**src/rtl/uart_pkg.sv**
```systemverilog
// Shared definitions for the UART receive path: state encoding, legal
// oversampling ratios and parity-type constants.
package uart_pkg;

    typedef enum logic [4:0] {
        RX_IDLE   = 5'b00001,
        RX_START  = 5'b00010,
        RX_DATA   = 5'b00100,
        RX_PARITY = 5'b01000,
        RX_STOP   = 5'b10000
    } rx_state_t;

    localparam logic [5:0] PRESCALE_8  = 6'd8;
    localparam logic [5:0] PRESCALE_16 = 6'd16;
    localparam logic [5:0] PRESCALE_32 = 6'd32;

    localparam logic PAR_EVEN = 1'b0;
    localparam logic PAR_ODD  = 1'b1;

    function automatic logic is_legal_prescale(input logic [5:0] p);
        return (p == PRESCALE_8) || (p == PRESCALE_16) || (p == PRESCALE_32);
    endfunction

endpackage

```
**src/rtl/uart_rx_sampler.sv**
```systemverilog
// Per-bit edge counter and 2-of-3 mid-bit majority voter for the UART receiver.
module uart_rx_sampler (
    input  logic       CLK,
    input  logic       RST,
    input  logic       i_en,
    input  logic       i_rx,
    input  logic [5:0] i_prescale,
    output logic [5:0] o_edge_cnt,
    output logic       o_bit_end,
    output logic       o_sampled_bit
);

    logic [5:0] r_edge_cnt;
    logic [2:0] r_samples;
    logic [5:0] w_last;
    logic [5:0] w_mid;

    assign w_last = i_prescale - 6'd1;
    assign w_mid  = {1'b0, i_prescale[5:1]};

    assign o_edge_cnt    = r_edge_cnt;
    assign o_bit_end     = i_en && (r_edge_cnt == w_last);
    assign o_sampled_bit = (r_samples[0] & r_samples[1]) |
                           (r_samples[0] & r_samples[2]) |
                           (r_samples[1] & r_samples[2]);

    // NOTE: non-blocking assignments for every register so all flops update from pre-edge values.
    always_ff @(posedge CLK) begin
        if (RST) begin
            r_edge_cnt <= '0;
            r_samples  <= '0;
        end else if (!i_en) begin
            r_edge_cnt <= '0;
        end else begin
            r_edge_cnt <= o_bit_end ? 6'd0 : r_edge_cnt + 6'd1;
            if (r_edge_cnt == w_mid - 6'd1) r_samples[0] <= i_rx;
            if (r_edge_cnt == w_mid)        r_samples[1] <= i_rx;
            if (r_edge_cnt == w_mid + 6'd1) r_samples[2] <= i_rx;
        end
    end

endmodule

```
**src/rtl/uart_rx.sv**
```systemverilog
// UART receiver: start/data/parity/stop framing with configurable oversampling,
// registered end-of-frame evaluation producing valid, parity and stop strobes.
module uart_rx
    import uart_pkg::*;
#(
    parameter int DATA_WIDTH = 8
) (
    input  logic                  CLK,
    input  logic                  RST,
    input  logic                  RX_IN,
    input  logic [5:0]            Prescale,
    input  logic                  PAR_EN,
    input  logic                  PAR_TYP,
    output logic [DATA_WIDTH-1:0] P_DATA,
    output logic                  Data_valid,
    output logic                  par_err,
    output logic                  stp_err,
    output logic                  busy
);

    localparam int CNT_W = (DATA_WIDTH > 1) ? $clog2(DATA_WIDTH) : 1;

    rx_state_t             r_state, w_next_state;
    logic [5:0]            r_prescale;
    logic                  r_par_en, r_par_typ, r_par_bit;
    logic [DATA_WIDTH-1:0] r_shift, r_p_data;
    logic [CNT_W-1:0]      r_bit_cnt;
    logic                  r_data_valid, r_par_err, r_stp_err;

    logic       w_detect, w_en, w_bit_end, w_bit, w_last_bit;
    logic       w_exp_par, w_perr, w_serr, w_valid;
    logic [5:0] w_prescale, w_edge_cnt;

    // The edge counter is always parked at zero in IDLE; requiring it keeps a
    // detect from ever overlapping a bit that is still being timed.
    assign w_detect   = (r_state == RX_IDLE) && !RX_IN && (w_edge_cnt == 6'd0) &&
                        is_legal_prescale(Prescale);
    assign w_en       = w_detect || (r_state != RX_IDLE);
    assign w_prescale = (r_state == RX_IDLE) ? Prescale : r_prescale;
    assign w_last_bit = (r_bit_cnt == CNT_W'(DATA_WIDTH - 1));

    uart_rx_sampler u_sampler (
        .CLK          (CLK),
        .RST          (RST),
        .i_en         (w_en),
        .i_rx         (RX_IN),
        .i_prescale   (w_prescale),
        .o_edge_cnt   (w_edge_cnt),
        .o_bit_end    (w_bit_end),
        .o_sampled_bit(w_bit)
    );

    assign w_exp_par = (^r_shift) ^ (r_par_typ == PAR_ODD);
    assign w_perr    = r_par_en & (r_par_bit != w_exp_par);
    assign w_serr    = ~w_bit;
    assign w_valid   = ~w_perr & ~w_serr;

    always_ff @(posedge CLK) begin
        if (RST) r_state <= RX_IDLE;
        else     r_state <= w_next_state;
    end

    // NOTE: next state defaults to the current state first, so no path leaves it unassigned (no latch).
    always_comb begin
        w_next_state = r_state;
        case (r_state)
            RX_IDLE:   if (w_detect) w_next_state = RX_START;
            RX_START:  if (w_bit_end) w_next_state = w_bit ? RX_IDLE : RX_DATA;
            RX_DATA:   if (w_bit_end && w_last_bit)
                           w_next_state = r_par_en ? RX_PARITY : RX_STOP;
            RX_PARITY: if (w_bit_end) w_next_state = RX_STOP;
            RX_STOP:   if (w_bit_end) w_next_state = RX_IDLE;
            default:   w_next_state = RX_IDLE;
        endcase
    end

    always_ff @(posedge CLK) begin
        if (RST) begin
            r_prescale   <= '0;
            r_par_en     <= 1'b0;
            r_par_typ    <= 1'b0;
            r_par_bit    <= 1'b0;
            r_shift      <= '0;
            r_p_data     <= '0;
            r_bit_cnt    <= '0;
            r_data_valid <= 1'b0;
            r_par_err    <= 1'b0;
            r_stp_err    <= 1'b0;
        end else begin
            r_data_valid <= 1'b0;
            r_par_err    <= 1'b0;
            r_stp_err    <= 1'b0;
            if (w_detect) begin
                r_prescale <= Prescale;
                r_par_en   <= PAR_EN;
                r_par_typ  <= PAR_TYP;
                r_bit_cnt  <= '0;
            end
            if (w_bit_end) begin
                case (r_state)
                    RX_DATA: begin
                        r_shift[r_bit_cnt] <= w_bit;
                        r_bit_cnt          <= r_bit_cnt + 1'b1;
                    end
                    RX_PARITY: r_par_bit <= w_bit;
                    RX_STOP: begin
                        r_data_valid <= w_valid;
                        r_par_err    <= w_perr;
                        r_stp_err    <= w_serr;
                        if (w_valid) r_p_data <= r_shift;
                    end
                    default: ;
                endcase
            end
        end
    end

    assign P_DATA     = r_p_data;
    assign Data_valid = r_data_valid;
    assign par_err    = r_par_err;
    assign stp_err    = r_stp_err;
    assign busy       = w_en;

endmodule
```
**config.mk**
```make
export PLATFORM = sky130hd
export DESIGN_NAME = uart_rx
export DESIGN_NICKNAME = d
export VERILOG_FILES = /design/src/rtl/uart_pkg.sv /design/src/rtl/uart_rx_sampler.sv /design/src/rtl/uart_rx.sv
export SDC_FILE = /design/constraint.sdc
export NUM_CORES = 1
export LEC_CHECK = 0
export BUFFER_PORTS_ARGS = -buffer_cell sky130_fd_sc_hd__buf_2
export CORE_MARGIN = 2
export CORE_UTILIZATION = 55
export CTS_BUF_LIST = sky130_fd_sc_hd__clkbuf_2 sky130_fd_sc_hd__clkbuf_4 sky130_fd_sc_hd__clkbuf_8
export CTS_CLUSTER_SIZE = 20
export DETAILED_ROUTE_END_ITERATION = 8
export GPL_TIMING_DRIVEN = 0
export PLACE_DENSITY = 0.81
export SYNTH_ARGS = -nofsm -noshare
export SYNTH_HDL_FRONTEND = slang
export SYNTH_HIERARCHICAL = 1
export SYNTH_SLANG_ARGS = --single-unit
export TNS_END_PERCENT = 30
```
**constraint.sdc**
```tcl
create_clock -name CLK -period 4.06 [get_ports CLK]
set_clock_uncertainty 0.1 [all_clocks]
set_input_delay 0.203 -clock CLK [delete_from_list [all_inputs] [get_ports CLK]]
set_output_delay 0.203 -clock CLK [all_outputs]
set_load 0.03 [all_outputs]
```
==> run metrics <==
outcome finished clean; Antenna Diode Count 0; vias in the first global route 2085; Mapped Cells 297; HP Class in -> reg; vias 2196; gpl congestion 0.887; hold path start PAR_TYP; crit path launch type register; total core area 0.00469 mm^2; Nets 345; sw frac 0.395; clock network fraction of total power 0.209; worst-skew pair later-pin latency 0.29 ns; critical path type reg -> reg; EDFF count, synth 0; Seq pwr share 0.334; CTS root buf clkbuf_8; Final Non-Filler Cells 382; Power Dens Cells 485 mW/mm^2; count of boundary I/O pins 23; Die Ht 73.5 um; largest net degree at the start of global routing 14; ys async rst share 0; GRT Max-Usage Layer met2; CTS H-Tree Depth 2; WL per Instance 14.6 um; layout cells sized above 1 0.204; num rows 25; CTS Sinks 45; final worst path period share 0.958; CP required 4.13 ns; met1 Use GR 0.274; syn_area_per_cell 8.95 um^2; CP Data Arrival Time 3.96 ns; area leader, netlist dfxtp_1; Slew Viols, Final 0; LEAKAGE 1.14 nW; Logic pwr share 0.458; met2 usage 0.372; DRC violations left 0; Worst-path clk slew 0.08 ns; DP Cell Count 373; Synth-to-Final Area Change 13.0%; Final setup viols 0; IO buf count 22; syn_nets 315; total wire length 5560 um; Power Total 1.46 mW; initial antenna violation count 0; worst slew pin tran 0.509 ns; Post-Syn Area 0.00266 mm^2; worst setup path startpoint r_state[1]$_SDFFE_PP0P_; Initial Util 0.566; max-cap violation count 0; DIE WIDTH 73.5 um; drt pass-1 iters 4; top post-synthesis cells by area dfxtp_1, mux2i_1, nand2b_1; Int Power 0.881 mW; first-pass GRT wire length 9310 um; most frequent cells in the layout dfxtp_1, nor2_1, buf_2; Detail Placement HPWL 4040 um; multi-input logic area 0.00171 mm^2; Reg area 902 um^2; Synth cell types 52; Initial DRC Count 123; hold_ws 0.0383 ns; share of the synthesized area in the top cell type 0.339; register area share after synthesis 0.339; gr ovfl total 0; Final Hold Vio Count 0; RSZ-0062 raised after global routing yes; worst r2r src r_state[1]$_SDFFE_PP0P_; fill count 398; Max VDD drop 0.333 mV; Num CTS Buffers 5; Worst slew margin 0.661; synthesized flop and latch total 45; endpoint class of the critical path register; Top FF cell, synth dfxtp_1; Tmin final 3.89 ns; final core occ 0.640; Achievable Freq 257 MHz; DIE AREA 0.00540 mm^2; met3 Use GR 0.0480; critical path peak fanout 10; Post-DRT Antenna Nets 0; clock buffer depth 2; vias per inst 5.75; total track usage 0.220; most common cell after layout, fill and taps aside dfxtp_1; switching power 0.576 mW; Synth warnings 6; CTS tree built
registers in the layout, indices dropped and copies added, names as in the netlist:
register and cells:
r_par_typ 1, r_par_bit 1, r_par_en 1, P_DATA 8, r_prescale 6, u_sampler/r_samples 3, r_state 5, r_shift 8
u_sampler/o_edge_cnt 6, Data_valid 1, r_bit_cnt 3, par_err 1, stp_err 1
metal layers:
layer	part of all wire	wire length, um
met1	0.44	2460
met4	0.019	106
met2	0.50	2790
met5	0	0
met3	0.037	208
synth_stat cells, types with 2 or more instances:
cell type	number
dfxtp_1	45
nor2_1	33
nand2b_1	24
mux2i_1	20
xnor2_1	16
nand2_1	15
a21oi_1	12
nor3_1	12
xor2_1	12
nand3_1	11
o21ai_0	10
clkbuf_1	8
ha_1	7
mux2_2	6
nor2b_1	6
inv_1	5
nand4_1	4
o211ai_1	4
and2_1	3
and3_1	3
buf_2	3
nand3b_1	3
nor3b_1	3
nor4_1	2
nor4_2	2
o21ba_1	2
critical path, stage by stage, from the launching register on:
cell,delay [ns]
dfxtp_1,0.38
nor2_1,0.20
nand3_2,0.21
buf_4,0.24
mux2_2,0.26
buf_2,0.21
inv_1,0.08
ha_1,0.24
a21boi_2,0.19
a21oi_1,0.16
o2111ai_2,0.20
nor4_2,0.29
clkbuf_4,0.25
nand3_2,0.18
nor3_1,0.30
mux2i_1,0.22
nor2_1,0.05
stage by stage:
step / setup WS (ns) / area, um^2 / setup TNS [ns]
finish: 0.170 / 3000 / 0
global route: -0.0394 / 3000 / -0.0916
CTS: 0.00442 / 2940 / 0
detailed placement: -0.540 / 2840 / -8.93
global placement: -0.482 / 2840 / -7.12
floorplan: 0.201 / 2660 / 0
kinds of logic after synthesis:
| kind of cell | after synthesis | share of synthesized area |
|---|---|---|
| mux | 26 | 0.101 |
| flops | 45 | 0.339 |
| simple gates | 128 | 0.266 |
| xor+xnor | 30 | 0.107 |
| buf+inv | 19 | 0.0301 |
| fa+ha+maj | 8 | 0.0367 |
| compound gates | 41 | 0.121 |
power groups by stage:
| stage | Sequential (mW) | Clock [mW] | Combinational (mW) |
|---|---|---|---|
| after floorplan | 0.488 | 0 | 0.515 |
| after global placement | 0.493 | 0 | 0.610 |
| after detailed placement | 0.494 | 0 | 0.631 |
| after CTS | 0.484 | 0.311 | 0.636 |
| after global routing | 0.489 | 0.331 | 0.739 |
| final | 0.486 | 0.304 | 0.667 |
final cells by class:
cell class              count  share of cell area
repair buffers             24              0.0458
flip-flops and latches     45               0.300
plain buffers              13              0.0217
clock buffers               7              0.0321
well taps                  54              0.0225
clock inverters             1             0.00167
multi-input cells         233               0.570
inverters                   5             0.00625
timing repair:
action,in CTS,in global routing
cloned,0,0
hold buffers,0,0
resized for setup,4,11
endpoints found under the setup margin,25,23
pin swaps,0,1
buffers inserted,0,2
final timing paths:
kind                                              endpoint  slack (ns)  cells after the start
worst max-delay path               r_shift[6]$_SDFFE_PP0P_        0.17                     16
worst min-delay path                r_par_typ$_SDFFE_PP0P_        0.04                      3
worst max register to register     r_shift[6]$_SDFFE_PP0P_        0.17                     16
worst min register to register  r_prescale[1]$_SDFFE_PP0P_        0.36                      1
Power figures use the tool's default switching activity.
